File: config.mk
export PLATFORM = sky130hd
export DESIGN_NAME = game_ctrl
export DESIGN_NICKNAME = d
export VERILOG_FILES = /design/src/rtl/game_pkg.sv /design/src/rtl/lane_stagger.sv /design/src/rtl/game_ctrl.sv
export SDC_FILE = /design/constraint.sdc
export NUM_CORES = 1
export LEC_CHECK = 0
export BUFFER_PORTS_ARGS = -buffer_cell sky130_fd_sc_hd__buf_2
export CORE_MARGIN = 10
export CORE_UTILIZATION = 30
export CTS_CLUSTER_DIAMETER = 120
export DETAILED_ROUTE_END_ITERATION = 7
export GPL_TIMING_DRIVEN = 0
export HOLD_SLACK_MARGIN = 0.1
export SYNTH_ARGS = -nofsm -noshare
export SYNTH_HDL_FRONTEND = slang
export SYNTH_SLANG_ARGS = --single-unit
File: constraint.sdc
create_clock -name clk_vga -period 2.35 [get_ports clk_vga]
set_clock_uncertainty 0.15 [all_clocks]
set_input_delay 0.3525 -clock clk_vga [delete_from_list [all_inputs] [get_ports clk_vga]]
set_output_delay 0.3525 -clock clk_vga [all_outputs]
set_load 0.02 [all_outputs]
File: src/rtl/game_pkg.sv
// Shared game definitions: state encodings, score/miss widths and a popcount helper.
package game_pkg;

  localparam int SCORE_W = 8;
  localparam int MISS_W  = 4;

  typedef enum logic [2:0] {
    ST_IDLE      = 3'd0,
    ST_COUNTDOWN = 3'd1,
    ST_PLAY      = 3'd2,
    ST_PAUSE     = 3'd3,
    ST_OVER      = 3'd4
  } state_e;

  function automatic logic [5:0] popcount32(input logic [31:0] v);
    logic [5:0] c;
    c = 6'd0;
    for (int i = 0; i < 32; i++) begin
      c = c + {5'd0, v[i]};
    end
    return c;
  endfunction

endpackage

File: src/rtl/lane_stagger.sv
// Per-lane release timer: counts frame ticks while not frozen and latches a
// sticky released flag once the count reaches the lane's threshold.
module lane_stagger #(
  parameter int CNT_W = 7
) (
  input  logic             clk_vga,
  input  logic             rst,
  input  logic             i_clr,
  input  logic             i_frz,
  input  logic             i_tick,
  input  logic             i_arm,
  input  logic [CNT_W-1:0] i_thresh,
  output logic             o_released,
  output logic             o_released_nxt
);

  logic [CNT_W-1:0] r_cnt;
  logic [CNT_W-1:0] w_cnt_nxt;
  logic             r_released;
  logic             w_released_nxt;

  // Next count and release; counting stops once the lane is out
  always_comb begin
    w_cnt_nxt      = r_cnt;
    w_released_nxt = r_released;
    if (i_clr) begin
      w_cnt_nxt      = '0;
      w_released_nxt = 1'b0;
    end else begin
      if (!i_frz && i_tick && !r_released) begin
        w_cnt_nxt = r_cnt + CNT_W'(1);
      end else begin
        w_cnt_nxt = r_cnt;
      end
      if (i_arm && (w_cnt_nxt >= i_thresh)) begin
        w_released_nxt = 1'b1;
      end else begin
        w_released_nxt = r_released;
      end
    end
  end

  // Counter and flag registers
  always_ff @(posedge clk_vga or negedge rst) begin
    if (!rst) begin
      r_cnt      <= '0;
      r_released <= 1'b0;
    end else begin
      r_cnt      <= w_cnt_nxt;
      r_released <= w_released_nxt;
    end
  end

  assign o_released     = r_released;
  assign o_released_nxt = w_released_nxt;

endmodule

File: src/rtl/game_ctrl.sv
// Game sequencer: countdown, staggered lane release, saturating score/miss, game over.
// Optional PLAY<->PAUSE toggling is built only when GAME_CTRL_PAUSE_EN is defined.
module game_ctrl
  import game_pkg::*;
#(
  parameter int N_OBJ            = 2,
  parameter int STAGGER_FRAMES   = 100,
  parameter int COUNTDOWN_FRAMES = 180,
  parameter int MISS_LIMIT       = 9
) (
  input  logic               clk_vga,
  input  logic               rst,
  input  logic               frame_tick,
  input  logic               start_req,
  input  logic               pause_req,
  input  logic [N_OBJ-1:0]   hit,
  input  logic [N_OBJ-1:0]   miss_evt,
  output logic [N_OBJ-1:0]   obj_rst_n,
  output logic [N_OBJ-1:0]   obj_en,
  output logic [SCORE_W-1:0] score,
  output logic [MISS_W-1:0]  miss,
  output logic [2:0]         state,
  output logic               game_over
);

  localparam int CNT_W = $clog2((N_OBJ - 1) * STAGGER_FRAMES + 2);
  localparam int CD_W  = $clog2(COUNTDOWN_FRAMES + 1);
  localparam logic [CD_W-1:0]    CD_LAST   = CD_W'(COUNTDOWN_FRAMES - 1);
  localparam logic [MISS_W-1:0]  MISS_LIM  = MISS_W'(MISS_LIMIT);
  localparam logic [SCORE_W-1:0] SCORE_MAX = '1;
  localparam logic [MISS_W-1:0]  MISS_MAX  = '1;

`ifdef GAME_CTRL_PAUSE_EN
  localparam logic PAUSE_EN = 1'b1;
`else
  localparam logic PAUSE_EN = 1'b0;
`endif

  state_e               r_state, w_state_nxt;
  logic [CD_W-1:0]      r_cd_cnt, w_cd_nxt;
  logic [SCORE_W-1:0]   r_score, w_score_nxt;
  logic [MISS_W-1:0]    r_miss, w_miss_nxt;
  logic [N_OBJ-1:0]     r_obj_en, r_obj_rst_n, w_obj_en_nxt, w_obj_rst_n_nxt;
  logic                 r_game_over;
  logic [N_OBJ-1:0]     w_rel, w_rel_nxt;
  logic                 w_clr, w_pause_go;
  logic [5:0]           w_hit_cnt, w_miss_cnt;
  logic [SCORE_W+5:0]   w_score_sum;
  logic [MISS_W+5:0]    w_miss_sum;
  logic [SCORE_W-1:0]   w_score_sat;
  logic [MISS_W-1:0]    w_miss_sat;

  assign w_pause_go = pause_req & PAUSE_EN;

  for (genvar k = 0; k < N_OBJ; k++) begin : g_lane
    lane_stagger #(.CNT_W(CNT_W)) u_lane (
      .clk_vga        (clk_vga),
      .rst            (rst),
      .i_clr          (w_clr),
      .i_frz          (r_state != ST_PLAY),
      .i_tick         (frame_tick),
      .i_arm          (w_state_nxt == ST_PLAY),
      .i_thresh       (CNT_W'(k * STAGGER_FRAMES)),
      .o_released     (w_rel[k]),
      .o_released_nxt (w_rel_nxt[k])
    );
  end

  // Saturating totals over released lanes only
  always_comb begin
    w_hit_cnt   = popcount32(32'(hit & w_rel));
    w_miss_cnt  = popcount32(32'(miss_evt & w_rel));
    w_score_sum = (SCORE_W + 6)'(r_score) + (SCORE_W + 6)'(w_hit_cnt);
    w_miss_sum  = (MISS_W + 6)'(r_miss) + (MISS_W + 6)'(w_miss_cnt);
    if (w_score_sum > (SCORE_W + 6)'(SCORE_MAX)) begin
      w_score_sat = SCORE_MAX;
    end else begin
      w_score_sat = w_score_sum[SCORE_W-1:0];
    end
    if (w_miss_sum > (MISS_W + 6)'(MISS_MAX)) begin
      w_miss_sat = MISS_MAX;
    end else begin
      w_miss_sat = w_miss_sum[MISS_W-1:0];
    end
  end

  // Next-state and next-output logic
  always_comb begin
    w_state_nxt = r_state;
    w_cd_nxt    = r_cd_cnt;
    w_score_nxt = r_score;
    w_miss_nxt  = r_miss;
    w_clr       = 1'b0;
    case (r_state)
      ST_IDLE, ST_OVER: begin
        if (start_req) begin
          w_state_nxt = ST_COUNTDOWN;
          w_cd_nxt    = '0;
          w_score_nxt = '0;
          w_miss_nxt  = '0;
          w_clr       = 1'b1;
        end else begin
          w_state_nxt = r_state;
        end
      end
      ST_COUNTDOWN: begin
        if (frame_tick && (r_cd_cnt >= CD_LAST)) begin
          w_state_nxt = ST_PLAY;
          w_cd_nxt    = '0;
        end else if (frame_tick) begin
          w_cd_nxt = r_cd_cnt + CD_W'(1);
        end else begin
          w_cd_nxt = r_cd_cnt;
        end
      end
      ST_PLAY: begin
        w_score_nxt = w_score_sat;
        w_miss_nxt  = w_miss_sat;
        // The limit is judged on the registered total, so the final miss shows for one cycle
        if (r_miss >= MISS_LIM) begin
          w_state_nxt = ST_OVER;
        end else if (w_pause_go) begin
          w_state_nxt = ST_PAUSE;
        end else begin
          w_state_nxt = ST_PLAY;
        end
      end
`ifdef GAME_CTRL_PAUSE_EN
      ST_PAUSE: begin
        if (pause_req) begin
          w_state_nxt = ST_PLAY;
        end else begin
          w_state_nxt = ST_PAUSE;
        end
      end
`endif
      default: begin
        w_state_nxt = ST_IDLE;
      end
    endcase

    if (w_state_nxt == ST_PLAY) begin
      w_obj_en_nxt = w_rel_nxt;
    end else begin
      w_obj_en_nxt = '0;
    end
    if ((w_state_nxt == ST_PLAY) || (w_state_nxt == ST_PAUSE)) begin
      w_obj_rst_n_nxt = w_rel_nxt;
    end else begin
      w_obj_rst_n_nxt = '0;
    end
  end

  // State and registered outputs
  always_ff @(posedge clk_vga or negedge rst) begin
    if (!rst) begin
      r_state     <= ST_IDLE;
      r_cd_cnt    <= '0;
      r_score     <= '0;
      r_miss      <= '0;
      r_obj_en    <= '0;
      r_obj_rst_n <= '0;
      r_game_over <= 1'b0;
    end else begin
      r_state     <= w_state_nxt;
      r_cd_cnt    <= w_cd_nxt;
      r_score     <= w_score_nxt;
      r_miss      <= w_miss_nxt;
      r_obj_en    <= w_obj_en_nxt;
      r_obj_rst_n <= w_obj_rst_n_nxt;
      r_game_over <= (w_state_nxt == ST_OVER);
    end
  end

  assign obj_rst_n = r_obj_rst_n;
  assign obj_en    = r_obj_en;
  assign score     = r_score;
  assign miss      = r_miss;
  assign state     = r_state;
  assign game_over = r_game_over;

endmodule

==> results.sh <==
export IMPL_status="finished, final reports clean"
export IMPL_vias=1473
export IMPL_min_period_ns=2.20
export IMPL_dp_hpwl_mm=3.14
export IMPL_synth_cell_types=40
export IMPL_dieArea_um2=9830
export IMPL_p_clk_share_pct=28.0
export IMPL_clockRootBuffer="clkbuf_8"
export IMPL_grt_util_met3_pct=3.53
export IMPL_die_width_um=99.1
export IMPL_core_area_um2=5990
export IMPL_io_pins=29
export IMPL_met1_usage_pct=11.1
export IMPL_placedCellCount=290
export IMPL_area_growth_syn_to_layout_pct=17.4
export IMPL_final_area_um2=2210
export IMPL_ys_async_sr_fraction_pct=100
export IMPL_grt_max_degree=38
export IMPL_synth_top_area_cell="dfrtp_1"
export IMPL_h_tree_depth=2
export IMPL_min_delay_path_class="in2reg"
export IMPL_final_nets=238
export IMPL_crit_type="reg2reg"
export IMPL_tightest_slew_ns=0.819
export IMPL_switching_power_uw=487
export IMPL_grt_ovfl_total=0
export IMPL_clkTransAtPathRegs_ns=0.07
export IMPL_row_count=28
export IMPL_path_max_fanout=9
export IMPL_synth_seq_cells=37
export IMPL_clkSinkCount=37
export IMPL_p_int_uw=1030
export IMPL_yosysMostFrequentCell="dfrtp_1"
export IMPL_p_total_uw=1520
export IMPL_wirelength_mm=4.18
export IMPL_wire_per_inst_um=14.0
export IMPL_cts_buffer_depth=2
export IMPL_initialDrtViolationCount=96
export IMPL_placed_cell_area_um2=2110
export IMPL_tritoncts="done"
export IMPL_hold_viol=0
export IMPL_gp_congestion=0.774
export IMPL_syn_inst=188
export IMPL_clock_fmax_mhz=456
export IMPL_io_buffers=27
export IMPL_num_antenna_cells=0
export IMPL_synth_edff_count=0
export IMPL_ys_flop_type="dfrtp_1"
export IMPL_synth_area_um2=1880
export IMPL_grt_usage_pct=9.13
export IMPL_syn_avg_cell_area_um2=10.0
export IMPL_vias_per_cell=4.93
export IMPL_critPathRequiredTime_ns=2.40
export IMPL_yosysTopAreaCellShare_pct=49.3
export IMPL_power_leakage_uw=0.00110
export IMPL_ant_nets=0
export IMPL_grt_use_met2_pct=14.3
export IMPL_cts_buffers=5
export IMPL_ys_top_cells_by_area="dfrtp_1 (49%), nand2_1 (4.2%), a21oi_1 (4.0%)"
export IMPL_grt_pass1_vias=1526
export IMPL_swShare_pct=32.0
export IMPL_max_vdd_ir_drop_v=0.000260
export IMPL_antenna_found_initial=0
export IMPL_comb_power_share_pct=20.4
export IMPL_maxCapViolCount=0
export IMPL_seqPwrFrac_pct=51.6
export IMPL_rsz0062_at_grt="true"
export IMPL_drive_gt1_share_pct=19.6
export IMPL_maxSlewHeadroom_pct=45.4
export IMPL_synth_common_cells="dfrtp_1 (37), nand2_1 (21), nor2_1 (19)"
export IMPL_clock_latency_ns=0.28
export IMPL_drc=0
export IMPL_worstPathArrival_ns=2.25
export IMPL_start_kind="register"
export IMPL_p_per_area_nw_per_um2=689
export IMPL_start_util_pct=31.4
export IMPL_grt_pass1_wl_mm=7.40
export IMPL_setup_viol=0
export IMPL_cp_end_kind="register"
export IMPL_yosysSeqAreaShare_pct=49.3
export IMPL_busiest_layer="met2"
export IMPL_slew_viol_final=0
export IMPL_min_period_over_period_pct=93.4
export IMPL_syn_num_nets=203
export IMPL_dr_pass1_iters=4
export IMPL_fp_dieH_um=99.1
export IMPL_fin_cells=299
export IMPL_yosysWarnings=0
power by group through the flow:
stage | clock network, uW | registers [uW] | logic, uW
after floorplan | 0 | 811 | 194
after global placement | 0 | 794 | 307
after detailed placement | 0 | 799 | 314
after CTS | 449 | 786 | 316
after global routing | 485 | 803 | 353
final | 426 | 785 | 310
placed cells by master (no fill, tap or decap), drive strengths merged, types with 6 or more instances in the layout:
master and instances:
nor2 19, inv 9, buf 30, nor3 8
a21oi 15, nand2 21, dfrtp 37, xor2 6
clkbuf 9, nand3 6
critical path: stages, from the launching register on:
cell      delay (ns)
dfrtp_1         0.38
buf_4           0.17
or3b_1          0.33
buf_2           0.18
nor4_4          0.29
mux2i_1         0.28
nand4b_2        0.16
a21oi_1         0.18
flip-flops by register name (all words and copies together), names as in the netlist:
signal / flops
score: 8
obj_rst_n: 2
state: 3
g_lane.u_lane.r_cnt: 7
obj_en: 2
game_over: 1
g_lane.u_lane.o_released: 2
miss: 4
r_cd_cnt: 8
kinds of logic (layout without fill, tap and decap cells):
family	count (synthesis)	count (layout)	share of synthesized area, %
AND/OR/NAND/NOR	83	83	24.8
flip-flops	37	37	49.3
AO/OA/AOI/OAI	34	34	11.4
buffers and inverters	15	51	3.46
XOR/XNOR	9	9	4.19
adder cells (fa/ha/maj)	6	6	4.79
multiplexers	4	4	2.13
per-layer routing:
layer	share of wire, %	routed length, um	vias up
li1	-	-	737
met1	46	1900	700
met2	46	1920	32
met3	7.0	294	4
met4	1.5	61	0
met5	0	0	-
repair_timing:
action / CTS / global route
buffers inserted: 0 / 0
resized for setup: 0 / 2
endpoints found under the hold margin: 37 / 0
hold buffers: 1 / 0
endpoints found under the setup margin: 0 / 3
per-stage QoR:
step	hold slack [ns]	setup TNS [ns]	util (%)	setup slack (ns)
CTS	0.313	0	36.7	0.0507
floorplan	-0.0931	0	-	0.173
global route	0.343	-0.0512	36.8	-0.0278
finish	0.319	0	36.8	0.155
detailed placement	0.354	0	35.2	0.0329
global placement	0.339	0	35.2	0.0538
final timing paths:
path                                              from  cells after the start  slack (ns)                     endpoint
max                                           state[0]                      7        0.15                    obj_en[1]
min                                          start_req                      4        0.32                     state[2]
max reg2reg                                   state[0]                      7        0.15                    obj_en[1]
min reg2reg                g_lane[0].u_lane.o_released                      2        0.37  g_lane[0].u_lane.o_released
max in group asynchronous                          rst                      2        0.98    g_lane[1].u_lane.r_cnt[0]
min in group asynchronous                          rst                      2        0.55                  r_cd_cnt[0]
cell type report:
class / instances / area, um2
clock buffer: 6 / 72.6
timing repair buffer: 28 / 145
inverter: 9 / 33.8
buffer: 6 / 31.3
tap: 75 / 93.8
multi-input combinational: 136 / 895
clock inverter: 2 / 10.0
sequential: 37 / 926
fill: 617 / 3780
Note: power is estimated with default switching activity, not from simulation.
